## src/rtl/zx_bus_pkg.sv

```systemverilog
// Shared types and constants for the ZX CPLD bus update sequencer.
package zx_bus_pkg;

  typedef enum logic [2:0] {
    ST_IDLE,
    ST_SETUP,
    ST_PULSE,
    ST_HOLD,
    ST_SHIFT_LO,
    ST_SHIFT_HI,
    ST_DONE
  } state_t;

  typedef enum logic [1:0] {
    SRC_KEY,
    SRC_MOUSE,
    SRC_JOY
  } src_t;

  localparam logic [7:0] DI_IDLE       = 8'hFF;
  localparam int         KEY_ADDR_W    = 7;
  localparam int         KEY_XFER_BITS = 7;
  localparam logic [1:0] MOUSE_LAST_IDX = 2'd2;

  // Round-robin successor: key -> mouse -> joy -> key.
  function automatic src_t next_src(input src_t s);
    src_t r;
    case (s)
      SRC_KEY:   r = SRC_MOUSE;
      SRC_MOUSE: r = SRC_JOY;
      default:   r = SRC_KEY;
    endcase
    return r;
  endfunction

endpackage

```

## src/rtl/zx_phase_timer.sv

```systemverilog
// Loadable down-counter timing each bus phase; tc flags the last cycle.
module zx_phase_timer (
  input  logic       clk,
  input  logic       rst_in,
  input  logic       load,
  input  logic [3:0] load_value,
  output logic       tc
);

  logic [3:0] count;

  // Load on phase entry, otherwise count down and rest at zero.
  always_ff @(posedge clk) begin
    if (!rst_in) begin
      count <= 4'd0;
    end else if (load) begin
      count <= load_value;
    end else if (count != 4'd0) begin
      count <= count - 4'd1;
    end
  end

  assign tc = (count == 4'd0);

endmodule

```

## src/rtl/zx_bus_update_sequencer.sv

```systemverilog
// Arbitrates mouse/joystick/keyboard updates and drives the CPLD write bus
// and keyboard serial interface, one transaction at a time.
module zx_bus_update_sequencer
  import zx_bus_pkg::*;
#(
  parameter int HALF_PERIOD = 2
) (
  input  logic       clk,
  input  logic       rst_in,
  input  logic       mouse_req,
  input  logic [7:0] mouse_x,
  input  logic [7:0] mouse_y,
  input  logic [7:0] mouse_btn,
  output logic       mouse_ack,
  input  logic       joy_req,
  input  logic [7:0] joy_data,
  output logic       joy_ack,
  input  logic       key_req,
  input  logic [6:0] key_addr,
  input  logic       key_state,
  output logic       key_ack,
  output logic [7:0] DI,
  output logic       MX,
  output logic       MY,
  output logic       MKEY,
  output logic       JOY,
  output logic       DAT,
  output logic       SK,
  output logic       STB,
  output logic       busy
);

  localparam logic [3:0] PHASE_LOAD = 4'(HALF_PERIOD - 1);
  localparam logic [2:0] LAST_BIT   = 3'(KEY_XFER_BITS - 1);

  state_t state_q, state_d;
  src_t   src_q;
  src_t   rr_q, rr_d;
  src_t   grant_src, cand;
  logic   grant_valid;

  logic [7:0]            byte0_q, byte1_q, byte2_q;
  logic [KEY_ADDR_W-1:0] key_addr_q;
  logic                  key_state_q;
  logic [2:0]            bit_q, bit_d;
  logic [1:0]            idx_q, idx_d;

  logic       timer_load;
  logic       tc;
  logic [7:0] cur_byte;
  logic       cur_bit;

  zx_phase_timer u_timer (
    .clk        (clk),
    .rst_in     (rst_in),
    .load       (timer_load),
    .load_value (PHASE_LOAD),
    .tc         (tc)
  );

  function automatic logic req_of(input src_t s, input logic k, input logic m, input logic j);
    logic r;
    case (s)
      SRC_KEY:   r = k;
      SRC_MOUSE: r = m;
      default:   r = j;
    endcase
    return r;
  endfunction

  // Round-robin pick: first requester starting from the current priority head.
  always_comb begin
    grant_valid = 1'b0;
    grant_src   = rr_q;
    cand        = rr_q;
    for (int i = 0; i < 3; i++) begin
      if (!grant_valid && req_of(cand, key_req, mouse_req, joy_req)) begin
        grant_valid = 1'b1;
        grant_src   = cand;
      end
      cand = next_src(cand);
    end
  end

  // State, counters and priority pointer registers.
  always_ff @(posedge clk) begin
    if (!rst_in) begin
      state_q <= ST_IDLE;
      bit_q   <= 3'd0;
      idx_q   <= 2'd0;
      rr_q    <= SRC_KEY;
    end else begin
      state_q <= state_d;
      bit_q   <= bit_d;
      idx_q   <= idx_d;
      rr_q    <= rr_d;
    end
  end

  // Snapshot the granted source's payload so later input changes are ignored.
  always_ff @(posedge clk) begin
    if (!rst_in) begin
      src_q       <= SRC_KEY;
      byte0_q     <= 8'd0;
      byte1_q     <= 8'd0;
      byte2_q     <= 8'd0;
      key_addr_q  <= '0;
      key_state_q <= 1'b0;
    end else if (state_q == ST_IDLE && grant_valid) begin
      src_q       <= grant_src;
      byte0_q     <= (grant_src == SRC_JOY) ? joy_data : mouse_x;
      byte1_q     <= mouse_y;
      byte2_q     <= mouse_btn;
      key_addr_q  <= key_addr;
      key_state_q <= key_state;
    end
  end

  // Phase sequencing: each timed state runs until the phase timer expires.
  always_comb begin
    state_d    = state_q;
    bit_d      = bit_q;
    idx_d      = idx_q;
    rr_d       = rr_q;
    timer_load = 1'b0;
    case (state_q)
      ST_IDLE: begin
        if (grant_valid) begin
          rr_d       = next_src(grant_src);
          timer_load = 1'b1;
          bit_d      = 3'd0;
          idx_d      = 2'd0;
          state_d    = (grant_src == SRC_KEY) ? ST_SHIFT_LO : ST_SETUP;
        end
      end
      ST_SETUP: begin
        if (tc) begin
          state_d    = ST_PULSE;
          timer_load = 1'b1;
        end
      end
      ST_PULSE: begin
        if (tc) begin
          state_d    = ST_HOLD;
          timer_load = 1'b1;
        end
      end
      ST_HOLD: begin
        if (tc) begin
          if (src_q == SRC_MOUSE && idx_q != MOUSE_LAST_IDX) begin
            idx_d      = idx_q + 2'd1;
            state_d    = ST_SETUP;
            timer_load = 1'b1;
          end else begin
            state_d = ST_DONE;
          end
        end
      end
      ST_SHIFT_LO: begin
        if (tc) begin
          state_d    = ST_SHIFT_HI;
          timer_load = 1'b1;
        end
      end
      ST_SHIFT_HI: begin
        if (tc) begin
          timer_load = 1'b1;
          bit_d      = bit_q + 3'd1;
          state_d    = (bit_q == LAST_BIT) ? ST_SETUP : ST_SHIFT_LO;
        end
      end
      ST_DONE: begin
        state_d = ST_IDLE;
        bit_d   = 3'd0;
        idx_d   = 2'd0;
      end
      default: state_d = ST_IDLE;
    endcase
  end

  // Bus, strobe, serial and ack outputs decoded from the current state.
  always_comb begin
    DI        = DI_IDLE;
    MX        = 1'b0;
    MY        = 1'b0;
    MKEY      = 1'b0;
    JOY       = 1'b0;
    DAT       = 1'b0;
    SK        = 1'b0;
    STB       = 1'b0;
    mouse_ack = 1'b0;
    joy_ack   = 1'b0;
    key_ack   = 1'b0;
    busy      = (state_q != ST_IDLE);
    cur_bit   = key_addr_q[LAST_BIT - bit_q];
    case (idx_q)
      2'd0:    cur_byte = byte0_q;
      2'd1:    cur_byte = byte1_q;
      default: cur_byte = byte2_q;
    endcase
    case (state_q)
      ST_SETUP, ST_PULSE, ST_HOLD: begin
        if (src_q == SRC_KEY) begin
          DAT = key_state_q;
        end else begin
          DI = cur_byte;
        end
        if (state_q == ST_PULSE) begin
          if (src_q == SRC_KEY) begin
            STB = 1'b1;
          end else if (src_q == SRC_JOY) begin
            JOY = 1'b1;
          end else begin
            case (idx_q)
              2'd0:    MX   = 1'b1;
              2'd1:    MY   = 1'b1;
              default: MKEY = 1'b1;
            endcase
          end
        end
      end
      ST_SHIFT_LO: DAT = cur_bit;
      ST_SHIFT_HI: begin
        DAT = cur_bit;
        SK  = 1'b1;
      end
      ST_DONE: begin
        key_ack   = (src_q == SRC_KEY);
        mouse_ack = (src_q == SRC_MOUSE);
        joy_ack   = (src_q == SRC_JOY);
      end
      default: ;
    endcase
  end

endmodule

```

## config.mk

```make
export PLATFORM = sky130hd
export DESIGN_NAME = zx_bus_update_sequencer
export DESIGN_NICKNAME = d
export VERILOG_FILES = /design/src/rtl/zx_bus_pkg.sv /design/src/rtl/zx_phase_timer.sv /design/src/rtl/zx_bus_update_sequencer.sv
export SDC_FILE = /design/constraint.sdc
export NUM_CORES = 1
export LEC_CHECK = 0
export ABC_AREA = 1
export CAP_MARGIN = 20
export CORE_ASPECT_RATIO = 0.6
export CORE_MARGIN = 2
export CORE_UTILIZATION = 47
export DETAILED_ROUTE_END_ITERATION = 16
export GPL_ROUTABILITY_DRIVEN = 1
export GPL_TIMING_DRIVEN = 1
export HOLD_SLACK_MARGIN = 0.15
export PLACE_DENSITY_LB_ADDON = 0.08
export SLEW_MARGIN = 20
export SYNTH_ARGS = -nofsm -noshare
export SYNTH_HDL_FRONTEND = slang
export SYNTH_HIERARCHICAL = 1
export SYNTH_SLANG_ARGS = --single-unit
export TNS_END_PERCENT = 5
```

## constraint.sdc

```tcl
create_clock -name clk -period 2.98 [get_ports clk]
set_input_delay 0.745 -clock clk [delete_from_list [all_inputs] [get_ports clk]]
set_output_delay 0.745 -clock clk [all_outputs]
set_load 0.01 [all_outputs]
```

---- Yosys cells after proc, flatten, opt, wreduce, memory -nomap -nowiden ----
Index checks and enable logic that the tools add are counted.
word-level totals
  bits of input ports ..................... 45
  bits in read-only memories .............. 0
  flip-flop bits (word level) ............. 48
  memories ................................ 0
  bits in latches ......................... 0
  bits in writable memories ............... 0
  word-level logic and storage cells ...... 138
cells by class
  $add $sub $neg .......................... 4
  multipliers ............................. 0
  shift operators ......................... 0
  $lt $le $gt $ge ......................... 1
  bitwise gates (word level) .............. 1
  multiplexer cells ....................... 69
  equal/unequal tests ..................... 23
  div/mod/pow operators ................... 0
  reductions and logical operators ........ 28
operators by type and width
  operator                                                               count
  1-bit two-way mux                                                      37
  3-bit two-way mux                                                      11
  8-bit two-way mux                                                      3
  3-bit one-hot mux with 6 select lines                                  1
  2-bit inequality test, second input constant                           8
  8-bit one-hot mux with 2 select lines                                  1
  2-bit by 1-bit equality test with 1-bit output, second input constant  6
  3-bit equality test, second input constant                             4
  2-bit logical NOT                                                      6
  2-bit one-hot mux with 2 select lines                                  3
  2-bit two-way mux                                                      5
  3-bit one-hot mux with 3 select lines                                  1
  3-bit nonzero test                                                     3
  1-bit one-hot mux with 2 select lines                                  4
  3-bit by 2-bit equality test with 1-bit output, second input constant  2
  2-bit one-hot mux with 3 select lines                                  1
  6-bit AND reduction                                                    1
  2-bit OR reduction                                                     3
  2-bit equality test, second input constant                             2
  1-bit logical AND                                                      4
  4-bit logical NOT                                                      1
  3-bit by 4-bit < comparator with 1-bit output, second input constant   1
  4-bit AND reduction                                                    1
  4-bit nonzero test                                                     1
  other kinds (15)                                                       16

---- Depth between registers and ports, before layout ----
Gate-level depths: netlist of the first run.
  depth after elaboration ................. 13
  depth in mapped cells ................... 14

---- Hierarchy ----
The synthesis of the first run kept the hierarchy.
modules (own cells, without submodules)
  module                   sequential area each (um^2)  cells an instance  area an instance (um^2)  times used
  zx_bus_update_sequencer  880.8                        372                2504.9                   1
  zx_phase_timer           80.1                         40                 247.7                    1

---- Least setup slack after synthesis of the first run ----
No wires, ideal clock.
  path kind ............................... input -> register
  from .................................... input port mouse_req
  to ...................................... register u_timer.count[3]
  required time ........................... 2.869 ns
  arrival time ............................ 1.955 ns
  path slack .............................. 0.913 ns
  library setup time ...................... 0.111 ns
  cell stages on the path ................. 12
  path buffers ............................ 2
  cells stage by stage .................... inv_1 > nor2_2 > nor2_4 > nand3b_1 > nand2_1 > buf_4 > buf_6 > nand2_1 > inv_2 > or2_0 > nand3_1 > nor2_1
on the way
  longest elaborated chain between the ends .. 11
ends and longest elaborated chain
  element                                    line                            text
  from (decl)                                zx_bus_update_sequencer.sv:10   input logic mouse_req,
  1-bit one-hot mux with 2 select lines      zx_bus_update_sequencer.sv:63   case (s)
  1-bit two-way mux                          zx_bus_update_sequencer.sv:77   if (!grant_valid && req_of(cand, key_req, mouse_req, joy_req)) begin
  1-bit logical NOT                          zx_bus_update_sequencer.sv:77
  1-bit logical AND                          zx_bus_update_sequencer.sv:77
  1-bit two-way mux                          zx_bus_update_sequencer.sv:77
  1-bit logical NOT                          zx_bus_update_sequencer.sv:77
  1-bit logical AND                          zx_bus_update_sequencer.sv:77
  1-bit two-way mux (*)                      zx_bus_update_sequencer.sv:77
  1-bit two-way mux (*)                      zx_bus_update_sequencer.sv:128  if (grant_valid) begin
  1-bit one-hot mux with 3 select lines (*)  zx_bus_update_sequencer.sv:126  case (state_q)
  net timer_load                             zx_bus_update_sequencer.sv:48   logic timer_load;
  2-bit OR reduction (no line) (*)           --
  to (signal assigned)                       zx_phase_timer.sv:17            count <= load_value;
  to (signal assigned)                       zx_phase_timer.sv:19            count <= count - 4'd1;
  to (decl)                                  zx_phase_timer.sv:10            logic [3:0] count;
The timed path passes the listed nets; every way through them passes the cells marked *.
A chain may end at the register's enable or synchronous reset.

---- Worst setup path in the final report of the first run ----
  from .................................... register state_q[1]
  to ...................................... output port MKEY
on the way
  longest elaborated chain between the ends .. 3
ends and longest elaborated chain
  element                                                                       line                                                            text
  from (decl)                                                                   zx_bus_update_sequencer.sv:36                                   state_t state_q, state_d;
  from (signal assigned)                                                        zx_bus_update_sequencer.sv:93                                   state_q <= state_d;
  3-bit by 2-bit equality test with 1-bit output, or another cell as far along  zx_bus_update_sequencer.sv:201, zx_bus_update_sequencer.sv:208
  3-bit OR reduction or 1-bit two-way mux (tied branches)                       zx_bus_update_sequencer.sv:201, zx_bus_update_sequencer.sv:208
  1-bit two-way mux (*)                                                         zx_bus_update_sequencer.sv:201                                  case (state_q)
  to (decl)                                                                     zx_bus_update_sequencer.sv:25                                   output logic MKEY,
Mark *: on every way between the ends. The rest lies on a longest branch, timed or not.

==> run_results.csv, run 1 <==
group,metric,value,unit
yosys,synth_top_cell_by_area,"dfxtp_1",
grt,grt_max_degree,43,
die,num_rows,21,
final_layout,fin_cells,559,
worst_setup_path,critical_path_buf_inv_count,2,
yosys,syn_area,0.00275,sq mm
final_layout,final_nets,530,
worst_setup_path,r2r_cells,11,
clocking,h-tree-depth,2,
clocking,clkTransAtPathRegs,0.08,ns
yosys,synth_seq_cells,48,
final_layout,drive_above_1_share,11.5,%
final_layout,num_antenna_cells,0,
grt,grt_overflow,0,
clocking,cts_buffer_depth,2,
worst_setup_path,critPathLaunchType,"flip-flop",
routing,drcViolationCount,0,
worst_hold_path,worst_hold_path.endpoint,"byte1_q[4]$_SDFFE_PN0P_",
worst_setup_path,max_stage_delay,0.56,ns
final_layout,layout_common_cells,"85 x nor2_1, 62 x clkdlybuf4s50_1, 58 x nand2_1",
routing,drt_iter0_drc,143,
yosys,synth.distinct_cells,38,
yosys,synth_top_area_share,34.9,%
die,start_util,49.0,%
sta,setup_violations,0,
clocking,cts_sinks,48,
sta,max_freq,367,MHz
worst_setup_path,path_cells,"inv_1 > nor2_1 > nand3_1 > nor3_1 > clkdlybuf4s50_1",
sta,slew_headroom,58.2,%
worst_setup_path,path_delay_family,"buffers and inverters",
worst_setup_path,r2r_setup_slack,1.04,ns
yosys,synth_seq_area_share,34.9,%
job,drv_cap,0,
sta,tightest_slew,0.623,ns
clocking,numCtsBuffers,5,
grt,grt_pass1_wl,12100,um
power,peakVddDrop,0.407,mV
die,core,0.00562,sq mm
final_layout,fill_cells,541,
worst_setup_path,end_kind,"output port",
outcome,status,"finished clean",
routing,drt-vias-per-instance,5.02,
worst_setup_path,crit_arrival,1.98,ns
worst_setup_path,worstReg2RegEnd,"u_timer/count[3]$_SDFFE_PN0P_",
sta,finClkSkew,0.00473,ns
clocking,cts_tree,"done",
final_layout,final_common_cell,"nor2_1",
routing,ant_nets,0,
routing,wl,6990,um
grt,grt_pass1_vias,2657,
routing,num_vias,2806,
placement,dp.cells,551,
yosys,synth_area_leaders,"dfxtp_1 35%, nor2_1 12%, nand2_1 7.9%, nand3_1 7.5%, o21ai_0 6.5%",
sta,fin_tns_setup,0,ns
power,power.density_cell_area,1100,mW/mm^2
placement,globalplace.congestion,0.958,
routing,dr.pass1.iters,5,
worst_setup_path,worstPathRequired,2.24,ns
worst_hold_path,worstHoldStart,"byte1_q[4]$_SDFFE_PN0P_",
clocking,cts_root_buf,"clkbuf_8",
worst_hold_path,min_path_cells,2,
sta,fin_crit_sh,91.4,%
grt,grt_antenna_before_repair,0,
grt,grt_use_total,23.2,%
die,die_width,103,um
worst_hold_path,hold_class,"reg -> reg",
worst_setup_path,timing.rr.start,"idx_q[0]$_SDFFE_PN0P_",
placement,dp_hpwl,5330,um
worst_setup_path,crit_fanout,4,
power,leakage,0.00159,uW
yosys,synth-warning-count,6,
die,dieArea,0.00651,sq mm
sta,finalHoldViolCount,0,
worst_setup_path,path_class,"reg -> out",
die,num_io_pins,64,
placement,port_buffers,63,
final_layout,area_delta_synth_final,30.8,%
clocking,clk_latency,0.30,ns
sta,slew_viol_final,0,
sta,rsz0062_at_grt,"false",
sta,final.min_clock_period,2.72,ns
yosys,postSynthAreaPerCell,6.68,sq um
yosys,syn_inst,412,
worst_setup_path,cpMaxStageDelayCell,"clkdlybuf4s50_1",
routing,routedWlPerCell,12.5,um
die,dieHeight,63.3,um
layer usage:
metal / routed length, um / track usage, %
met1: 3700 / 34.9
met3: 388 / 4.44
met4: 49 / 3.95
met2: 2850 / 35.0
met5: 0 / 0
through the flow:
| step | cell area (sq um) | power [uW] | hold slack, ns | util [%] | setup WS, ns |
|---|---|---|---|---|---|
| floorplan | 2760 | 2900 | 0.449 | - | 0.913 |
| global placement | 3490 | 3500 | 0.462 | 62.1 | 0.418 |
| detailed placement | 3490 | 3570 | 0.471 | 62.1 | 0.336 |
| CTS | 3570 | 3930 | 0.490 | 63.5 | 0.0520 |
| global route | 3600 | 4370 | 0.514 | 64.0 | 0.0644 |
| finish | 3600 | 3960 | 0.484 | 64.0 | 0.256 |
how the worst max path moves through the flow:
stage	from	endpoint	slack, ns	depth (start not counted)
final	state_q[1]$_SDFFE_PN0P_	MKEY	0.26	5
after global routing	state_q[1]$_SDFFE_PN0P_	MKEY	0.06	5
after CTS	bit_q[0]$_SDFFE_PN0P_	DAT	0.05	8
after detailed placement	bit_q[0]$_SDFFE_PN0P_	DAT	0.34	8
after global placement	bit_q[0]$_SDFFE_PN0P_	DAT	0.42	8
after floorplan	mouse_req	u_timer/count[3]$_SDFFE_PN0P_	0.91	12
cell type report:
type,instances,area [sq um],share of cell area [%]
Multi-Input combinational cell,309,1580,43.8
Sequential cell,48,965,26.8
Timing Repair Buffer,72,713,19.8
Inverter,43,168,4.66
Tap cell,80,100,2.78
Clock buffer,6,72.6,2.02
Clock inverter,1,5.00,0.139
what timing repair did:
item,CTS,global route
hold buffers,0,0
endpoints found under the setup margin,1,1
resized for setup,1,4
setup buffers,0,1
cells by family after synthesis:
family / after synthesis / synth area share (%)
buffers and inverters: 57 / 8.50
AND/OR/NAND/NOR: 219 / 36.8
other: 2 / 0.273
AO/OA/AOI/OAI: 79 / 16.5
flip-flops: 48 / 34.9
XOR/XNOR: 1 / 0.318
adder cells (fa/ha/maj): 6 / 2.73
where the power goes:
part,switching (uW),internal (uW)
logic,1530,917
clock network,205,160
registers,202,939
state kept, by name, indices dropped and copies added, names as in the netlist:
register and count:
rr_q 2, key_addr_q 7, src_q 2, state_q 3, byte0_q 8, byte2_q 8, idx_q 2, key_state_q 1
byte1_q 8, bit_q 3, u_timer/count 4
cells in the mapped netlist, drive strengths merged:
master	number
nand3	45
o21ai	39
buf	7
o211ai	2
nand3b	1
ha	6
o22ai	1
clkinv	1
nand4	2
nor3	4
a22oi	7
nor2	91
a211oi	3
xnor2	1
dfxtp	48
and2	1
inv	42
a21oi	26
clkbuf	7
conb	2
o2111ai	1
nand2	73
or2	2
tightest hold or removal path: stages (launching register included):
cell	delay (ns)
dfxtp_1	0.33
nor2_1	0.05
nor2_1	0.08
Note: power is estimated with default switching activity, not from simulation.
==> run 2, diff against run 1 <==
--- a/config.mk
+++ b/config.mk
@@ -9,7 +9,7 @@
 export CAP_MARGIN = 20
 export CORE_ASPECT_RATIO = 0.6
 export CORE_MARGIN = 2
-export CORE_UTILIZATION = 47
+export CORE_UTILIZATION = 45
 export DETAILED_ROUTE_END_ITERATION = 16
 export GPL_ROUTABILITY_DRIVEN = 1
 export GPL_TIMING_DRIVEN = 1
@@ -20,4 +20,4 @@
 export SYNTH_HDL_FRONTEND = slang
 export SYNTH_HIERARCHICAL = 1
 export SYNTH_SLANG_ARGS = --single-unit
-export TNS_END_PERCENT = 5
+export TNS_END_PERCENT = 100
==> run_results.csv, run 2 (synthesis results as in run 1) <==
group,metric,value,unit
final_layout,layout_common_cells,"85 x nor2_1, 62 x clkdlybuf4s50_1, 58 x nand2_1",
routing,drcViolationCount,0,
routing,num_vias,2840,
worst_setup_path,worstPathRequired,2.24,ns
routing,top_layer,"met4",
routing,routedWlPerCell,12.7,um
worst_setup_path,crit_fanout,6,
grt,grt_max_degree,30,
clocking,post-cts-setup-buffer-count,0,
final_layout,utilization,60.8,%
clocking,clkTransAtPathRegs,0.09,ns
die,num_io_pins,64,
final_layout,fill_cells,600,
die,core,0.00600,sq mm
outcome,status,"finished clean",
worst_hold_path,min_path_cells,2,
sta,max_freq,346,MHz
worst_setup_path,crit_start,"state_q[1]$_SDFFE_PN0P_",
worst_setup_path,end_kind,"output port",
power,leakage,0.00162,uW
final_layout,final_nets,531,
routing,dr.pass1.iters,4,
worst_setup_path,crit_arrival,2.14,ns
sta,slew_headroom,57.7,%
sta,tightest_slew,0.630,ns
clocking,cts_tree,"done",
routing,wl_met1,3700,um
worst_setup_path,critPathLaunchType,"flip-flop",
sta,rsz0062_at_grt,"false",
final_layout,final_common_cell,"nor2_1",
die,num_rows,22,
sta,fin_crit_sh,96.9,%
grt,grt_pass1_wl,12000,um
final_layout,num_antenna_cells,0,
clocking,cts_buffer_depth,2,
worst_setup_path,r2r_cells,10,
die,start_util,45.9,%
worst_setup_path,timing.rr.start,"state_q[1]$_SDFFE_PN0P_",
worst_setup_path,path_class,"reg -> out",
clocking,cts_root_buf,"clkbuf_8",
clocking,cts_sinks,48,
routing,wl_met3,465,um
die,die_width,105,um
grt,grt_use_total,21.9,%
sta,finalHoldViolCount,0,
power,power.density_cell_area,1140,mW/mm^2
routing,met2_length,2910,um
worst_hold_path,hold_class,"reg -> reg",
grt,grt_overflow,0,
power,p_total,4150,uW
routing,drt-vias-per-instance,5.04,
clocking,h-tree-depth,2,
placement,port_buffers,63,
grt,grt_antenna_before_repair,0,
power,peakVddDrop,0.437,mV
sta,slew_viol_final,0,
grt,grt_pass1_vias,2609,
placement,dp_hpwl,5490,um
sta,final.min_clock_period,2.89,ns
job,drv_cap,0,
worst_hold_path,worstHoldStart,"byte2_q[4]$_SDFFE_PN0P_",
sta,fin_tns_setup,0,ns
routing,wl,7150,um
final_layout,area_delta_synth_final,32.5,%
routing,drt_iter0_drc,116,
sta,finClkSkew,0.00552,ns
clocking,numCtsBuffers,5,
final_layout,drive_above_1_share,11.7,%
die,dieArea,0.00678,sq mm
placement,globalplace.congestion,0.932,
sta,setup_violations,0,
final_layout,reg.largest.list,"byte0_q x8, byte1_q x8, byte2_q x8",
clocking,clk_latency,0.30,ns
routing,ant_nets,0,
die,dieHeight,64.6,um
run 2: stage by stage:
stage          hold WS, ns  cell area [sq um]  std cells  setup WS [ns]
4_1_cts              0.493               3640        564         0.0351
3_5_place_dp         0.475               3510        557          0.265
3_3_place_gp         0.462               3510        557          0.393
5_1_grt              0.516               3650        564        0.00724
6_report             0.491               3650        564         0.0912
2_1_floorplan        0.449               2760        414          0.913
run 2: what timing repair did:
| item | in CTS | in global routing |
|---|---|---|
| endpoints found under the setup margin | 1 | 1 |
| pin swaps | 0 | 0 |
| gates resized for setup | 2 | 1 |
| hold buffers | 0 | 0 |
run 2: worst paths after layout:
path | slack [ns] | to
setup / recovery | 0.09 | DI[6]
hold / removal | 0.49 | byte2_q[4]$_SDFFE_PN0P_
setup reg to reg | 0.96 | u_timer/count[3]$_SDFFE_PN0P_
hold reg to reg | 0.49 | byte2_q[4]$_SDFFE_PN0P_
run 2: final cells by class:
cell class / instances / area, sq um / area share (%)
clock buffer: 5 / 68.8 / 1.89
timing repair buffer: 73 / 721 / 19.8
tap: 84 / 105 / 2.88
inverter: 43 / 164 / 4.50
clock inverter: 2 / 60.1 / 1.65
multi-input combinational: 309 / 1570 / 42.9
sequential: 48 / 962 / 26.4
run 2: power by group:
part	internal, uW	switching, uW
Sequential	936	201
Combinational	928	1540
Clock	330	215
run 2: critical path: stages, from the launching register on:
cell             delay (ns)
dfxtp_1                0.46
nor2_1                 0.09
nor2_1                 0.36
inv_1                  0.10
a21oi_1                0.15
o2111ai_1              0.17
clkdlybuf4s50_1        0.52
run 2: layer usage:
layer	track usage, %	vias to the layer above
met3	4.43	9
met4	5.33	0
met2	32.7	83
met5	0	-
li1	-	1477
met1	32.3	1271
==> run 3, diff against run 2 <==
--- a/config.mk
+++ b/config.mk
@@ -6,10 +6,10 @@
 export NUM_CORES = 1
 export LEC_CHECK = 0
 export ABC_AREA = 1
-export CAP_MARGIN = 20
 export CORE_ASPECT_RATIO = 0.6
 export CORE_MARGIN = 2
 export CORE_UTILIZATION = 45
+export CTS_CLUSTER_DIAMETER = 100
 export DETAILED_ROUTE_END_ITERATION = 16
 export GPL_ROUTABILITY_DRIVEN = 1
 export GPL_TIMING_DRIVEN = 1
==> results of run 3 <==
Final layout, timing and power as in run 2 (identical DEF).
